===== config.mk =====
export PLATFORM = sky130hd
export DESIGN_NAME = stopwatch_ctrl
export DESIGN_NICKNAME = d
export VERILOG_FILES = /design/src/rtl/stopwatch_ctrl.sv
export SDC_FILE = /design/constraint.sdc
export NUM_CORES = 1
export LEC_CHECK = 0
export ABC_AREA = 1
export CAP_MARGIN = 15
export CELL_PAD_IN_SITES_DETAIL_PLACEMENT = 1
export CELL_PAD_IN_SITES_GLOBAL_PLACEMENT = 2
export CORE_MARGIN = 2
export CORE_UTILIZATION = 30
export CTS_BUF_LIST = sky130_fd_sc_hd__clkbuf_4 sky130_fd_sc_hd__clkbuf_8
export DETAILED_ROUTE_END_ITERATION = 8
export GPL_ROUTABILITY_DRIVEN = 0
export PLACE_DENSITY = 0.74
export SLEW_MARGIN = 20
export SYNTH_ARGS = -nofsm -noshare
export SYNTH_HDL_FRONTEND = slang
export SYNTH_SLANG_ARGS = --single-unit

===== constraint.sdc =====
create_clock -name clock -period 2.47 [get_ports clock]
set_clock_uncertainty 0.1 [all_clocks]
set_input_delay 0.741 -clock clock [delete_from_list [all_inputs] [get_ports clock]]
set_output_delay 0.741 -clock clock [all_outputs]
set_load 0.1 [all_outputs]

===== src/rtl/stopwatch_ctrl.sv =====
//------------------------------------------------------------------------------
// stopwatch_ctrl
//
// Stopwatch sequencer for the two-digit display counter. Debounced button
// levels are edge-detected and drive an IDLE / RUN / PAUSE state machine with
// a lap (display freeze) overlay. The main clock is divided into count ticks.
// Each tick advances a two-digit counter whose digits wrap at DIGIT_MAX. The
// digit outputs feed the binary-to-7-segment decoders.
//
// Parameters
//   TICK_DIV   clock cycles per count tick, 2 .. 2**24
//   DIGIT_MAX  last value of each digit before it wraps (9 decimal, 15 hex)
//
// Ports
//   clock       in   main clock
//   reset_n     in   asynchronous active-low reset
//   start_stop  in   debounced level; a rising edge toggles start / pause
//   clear       in   debounced level; a rising edge requests a clear
//   lap         in   debounced level; a rising edge toggles the lap freeze
//   digit_lo    out  displayed low digit
//   digit_hi    out  displayed high digit
//   running     out  high while in RUN
//   lap_active  out  high while the display is frozen
//   tick        out  one-cycle pulse on each count increment
//
// Every output comes straight from a flop. There is no combinational path
// from the inputs to the outputs.
//------------------------------------------------------------------------------
module stopwatch_ctrl #(
   parameter int unsigned TICK_DIV  = 2500000,
   parameter int unsigned DIGIT_MAX = 9
) (
   input  logic       clock,
   input  logic       reset_n,
   input  logic       start_stop,
   input  logic       clear,
   input  logic       lap,
   output logic [3:0] digit_lo,
   output logic [3:0] digit_hi,
   output logic       running,
   output logic       lap_active,
   output logic       tick
);

   localparam int unsigned     PS_W    = $clog2(TICK_DIV);
   localparam logic [PS_W-1:0] PS_LAST = PS_W'(TICK_DIV - 1);
   localparam logic [3:0]      D_MAX   = 4'(DIGIT_MAX);

   typedef enum logic [1:0] {
      ST_IDLE  = 2'd0,
      ST_RUN   = 2'd1,
      ST_PAUSE = 2'd2
   } state_t;

   typedef struct packed {
      logic [3:0] hi;
      logic [3:0] lo;
   } count_t;

   // Increment one step: the low digit first; on its wrap, carry into the
   // high digit. Both digits at DIGIT_MAX roll over to 00.
   function automatic count_t next_count(input count_t c);
      count_t n;
      n = c;
      if (c.lo < D_MAX) begin
         n.lo = c.lo + 4'd1;
      end else begin
         n.lo = 4'd0;
         if (c.hi < D_MAX) begin
            n.hi = c.hi + 4'd1;
         end else begin
            n.hi = 4'd0;
         end
      end
      return n;
   endfunction

   state_t          state_q, state_d;
   logic            ss_prev, clr_prev, lap_prev;
   logic            ss_ev, clr_ev, lap_ev;
   logic [PS_W-1:0] ps_q, ps_d;
   count_t          cnt_q, cnt_d;
   count_t          latch_q, latch_d;
   count_t          disp_d;
   logic            lap_d;
   logic            tick_d;
   logic            running_d;
   logic            wrap;

   // Rising-edge events. The prev flops come out of reset at 1, so a button
   // that is already held when reset releases never produces an event.
   assign ss_ev  = start_stop & ~ss_prev;
   assign clr_ev = clear      & ~clr_prev;
   assign lap_ev = lap        & ~lap_prev;

   // The prescaler only advances while the current state is RUN. The edge that
   // enters RUN does not count, so the first tick lands TICK_DIV cycles later.
   assign wrap = (state_q == ST_RUN) && (ps_q == PS_LAST);

   //---------------------------------------------------------------------------
   // Next-state and next-output logic
   //---------------------------------------------------------------------------
   always_comb begin
      // NOTE: every signal written here gets a default first, so no path
      // leaves it unassigned and no latch is inferred.
      state_d   = state_q;
      ps_d      = ps_q;
      cnt_d     = cnt_q;
      latch_d   = latch_q;
      lap_d     = lap_active;
      tick_d    = 1'b0;
      running_d = 1'b0;
      disp_d    = cnt_q;

      // Counting uses the state held before this edge. A pause taken on this
      // edge therefore still lets the final RUN cycle advance.
      if (state_q == ST_RUN) begin
         if (wrap) begin
            ps_d   = '0;
            tick_d = 1'b1;
            cnt_d  = next_count(cnt_q);
         end else begin
            ps_d = ps_q + PS_W'(1);
         end
      end

      unique case (state_q)
         ST_IDLE: begin
            // Clear outranks start. In IDLE the count is already zero.
            if (clr_ev) begin
               state_d = ST_IDLE;
               ps_d    = '0;
               cnt_d   = '0;
               lap_d   = 1'b0;
            end else if (ss_ev) begin
               state_d = ST_RUN;
            end
         end

         ST_RUN: begin
            // Clear has no effect while running. Start/stop outranks lap.
            if (ss_ev) begin
               state_d = ST_PAUSE;
            end else if (lap_ev) begin
               lap_d = ~lap_active;
               // Capture the pre-increment count, even when a tick lands on
               // this same edge.
               if (!lap_active) begin
                  latch_d = cnt_q;
               end
            end
         end

         ST_PAUSE: begin
            // The prescaler is held, so a resume finishes the partial interval.
            if (clr_ev) begin
               state_d = ST_IDLE;
               ps_d    = '0;
               cnt_d   = '0;
               lap_d   = 1'b0;
            end else if (ss_ev) begin
               state_d = ST_RUN;
            end else if (lap_ev && lap_active) begin
               lap_d = 1'b0;
            end
         end

         default: begin
            state_d = ST_IDLE;
         end
      endcase

      running_d = (state_d == ST_RUN);
      disp_d    = lap_d ? latch_d : cnt_d;
   end

   //---------------------------------------------------------------------------
   // State and output registers
   //---------------------------------------------------------------------------
   always_ff @(posedge clock or negedge reset_n) begin
      if (!reset_n) begin
         state_q    <= ST_IDLE;
         ss_prev    <= 1'b1;
         clr_prev   <= 1'b1;
         lap_prev   <= 1'b1;
         ps_q       <= '0;
         cnt_q      <= '0;
         latch_q    <= '0;
         lap_active <= 1'b0;
         tick       <= 1'b0;
         running    <= 1'b0;
         digit_hi   <= 4'd0;
         digit_lo   <= 4'd0;
      end else begin
         // NOTE: non-blocking assignments, so every flop samples the values
         // from before this edge, whatever order these statements are in.
         state_q    <= state_d;
         ss_prev    <= start_stop;
         clr_prev   <= clear;
         lap_prev   <= lap;
         ps_q       <= ps_d;
         cnt_q      <= cnt_d;
         latch_q    <= latch_d;
         lap_active <= lap_d;
         tick       <= tick_d;
         running    <= running_d;
         digit_hi   <= disp_d.hi;
         digit_lo   <= disp_d.lo;
      end
   end

endmodule


==> metrics.md <==
| Metric | Value |
|---|---|
| Status | completed |
| Yosys reg bits | 54 |
| Register area share after synthesis | approximately half |
| Setup CP Type | input port to flop |
| DRC | 0 |
| Yosys warnings | 0 |
| Worst Max-Slew Pin Slew | ~0.39 ns |
| Routed len/inst | 13.29 um |
| Post-Synthesis Cells | roughly 360 |
| Leakage | around 0.0016 uW |
| Number of distinct library cells after synthesis | 34 |
| Largest cells by area after synthesis | dfrtp_1 45%, nand2_1 13%, nor2_1 7.9% |
| Critical path peak fanout | 8 |
| Setup repair bufs after CTS | 0 |
| Setup crit end kind | flop |
| DR iter-0 viols | 70 |
| Rows | 35 |
| Peak VDD IR | between 300 and 400 uV |
| Max Cap Viol | 0 |
| DR top layer | met4 |
| Syn_nets | between 300 and 400 |
| IO buf count | 15 |
| DRT Pass-1 Iters | 4 |
| Setup TNS | 0 ns |
| Worst EP arrival | around 2.2 ns |
| FFs w/ async S/R, synth | between 90% and 100% |
| Die area | 0.01017 sq mm |
| Detail Route Antenna Nets | 0 |
| Slew HR | 73.88% |
| Ant diodes | 0 |
| Post-synth top cells | 96 x nand2_1, 59 x nor2_1, 51 x dfrtp_1 |
| Vias per cell | roughly 4.7 |
| RSZ-0062 raised after global routing | no |
| WL met1 | about 3000 um |
| Area Overhead vs Synth | 14.50% |
| Pwr Density | between 600 and 700 mW/mm^2 |
| Final Hold Vio Count | 0 |
| Tot GR Track Use | 15.05% |
| Boundary pin count | 16 |
| First-pass GRT wire length | 12250 um |
| Cts bufs inserted | 5 |
| Maximum clock path buffer count | 2 |
| Largest net degree at the start of global routing | 55 |
| Clk Latency, worst-skew pair | between 0.3 and 0.4 ns |
| Top FF cell, synth | dfrtp_1 |
| Die height | about 100 um |
| Critical Path Start Type | input port |
| Most common cell in the synthesized netlist | nand2_1 |
| Period utilization | between 80 and 90% |
| Chip width | 100.9 um |
| Area leader, netlist | dfrtp_1 |
| Cts repair resizes | 0 |
| Starting Density | a little under a third |
| Share of layout cells above drive strength 1 | about 16% |
| Worst Path Required | around 2.6 ns |
| Mapped Area | between 0.002 and 0.003 sq mm |
| Filler cell count in the final layout | between 1000 and 1500 |
| CTS Hold Bufs | 0 |
| Grt ovf | 0 |
| Final Critical Period | 2.041 ns |
| Final nets | 392 |
| Final setup fails | 0 |
| Vias in the first global route | roughly 2500 |
| Root Driver | clkbuf_8 |
| Clk sink count | 54 |
| CTS H-tree depth | 2 |
| Area share of the largest cell type after synthesis | about 45% |
| Initial antenna violation count | 0 |
| Drt total wl | between 6000 and 7000 um |
| DR vias | between 2000 and 2500 |
| Core Region | 0.009153 sq mm |
| Final Max Tran Viols | 0 |
| CTS tree | done |
| Hold WC Path Type | input port to asynchronous set/reset pin |
| Clock-pin slew of the registers on the worst-case setup and hold paths | around 0.1 ns |
| Max frequency | around 0.5 GHz |
| Hpwl dp | about 4900 um |
| Syn_area_per_cell | a little under 8 sq um |
| Routed wl met2 | about 3300 um |
| Final core utilization | a little over a third |
| Post-synth EDFFs | 0 |
| WL met3 | approximately 150 um |
-- critical path, cell delays in order --
cell	delay, ns
clkdlybuf4s50_1	0.47
nand2_1	0.08
ha_1	0.27
o21ai_0	0.15
nand2_1	0.08
nand2_2	0.06
inv_1	0.13
nand2_1	0.10
nand2_1	0.06
-- through the flow --
stage | std cells | hold WS, ns | total power [uW] | cell area (sq um) | setup slack (ns)
6_report | 493 | 0.3015 | 2105 | 3222 | 0.4287
5_1_grt | 493 | 0.3331 | 2240 | 3222 | 0.2578
4_1_cts | 493 | 0.3191 | 2161 | 3222 | 0.3942
3_5_place_dp | 485 | 0.3630 | 1508 | 3105 | 0.05931
3_3_place_gp | 485 | 0.3545 | 1500 | 3105 | 0.09774
2_1_floorplan | 356 | 0.3384 | 1353 | 2814 | 0.3813
-- layer usage --
layer  vias up  GRT usage (%)
met1      1107          19.54
met5         -              0
met3         2          2.566
li1       1173              -
met4         0          3.477
met2        16          26.15
-- cell usage in the layout (no fill, tap or decap), drive strengths merged, types with 3 or more instances in the layout --
master         instances
inv                   42
ha                     6
xor2                   3
nand4                  6
nand3                 28
buf                   18
clkbuf                 5
dfrtp                 51
nand2                110
dfstp                  3
o21ai                 17
clkdlybuf4s50          3
nor2                  66
a21oi                  5
nor3                   6
-- flip-flops by register name, summed over array words and instances (netlist names), 2 cells and up --
name / count
ps_q: 22
cnt_q: 8
latch_q: 8
digit_hi: 4
digit_lo: 4
state_q: 2
-- cell families after synthesis --
kind of cell	share of synthesized area [%]
AND/OR/NAND/NOR	35.31
flip-flops	48.15
buffers and inverters	6.136
AO/OA/AOI/OAI	6.181
adder cells (fa/ha/maj)	2.668
XOR/XNOR	1.557
-- power breakdown --
part	switching [uW]	total, uW	leakage [uW]	internal, uW
logic	340	467	0.000777	127
clock network	316	626	0.0000591	310
registers	53.9	1010	0.000735	959
-- path summary, 6_finish.rpt --
path,from,to,slack [ns],cells after the start
max in group asynchronous,reset_n,lap_prev$_DFF_PN1_,1.66,2
hold / removal,reset_n,ps_q[6]$_DFF_PN0_,0.30,2
setup / recovery,lap,digit_hi[3]$_DFF_PN0_,0.43,9
min in group clock,latch_q[5]$_DFF_PN0_,latch_q[5]$_DFF_PN0_,0.39,2
setup reg to reg,ps_q[0]$_DFF_PN0_,ps_q[8]$_DFF_PN0_,0.66,8
hold reg to reg,latch_q[5]$_DFF_PN0_,latch_q[5]$_DFF_PN0_,0.39,2
-- layout make-up --
type,instances,area [sq um],area share (%)
Inverter,40,150.1,4.660
Tap cell,111,138.9,4.311
Multi-Input combinational cell,259,1286,39.92
Sequential cell,54,1355,42.06
Clock buffer,5,68.82,2.136
Timing Repair Buffer,21,175.2,5.437
Clock inverter,3,47.55,1.476
(Power assumes the default switching activity.)
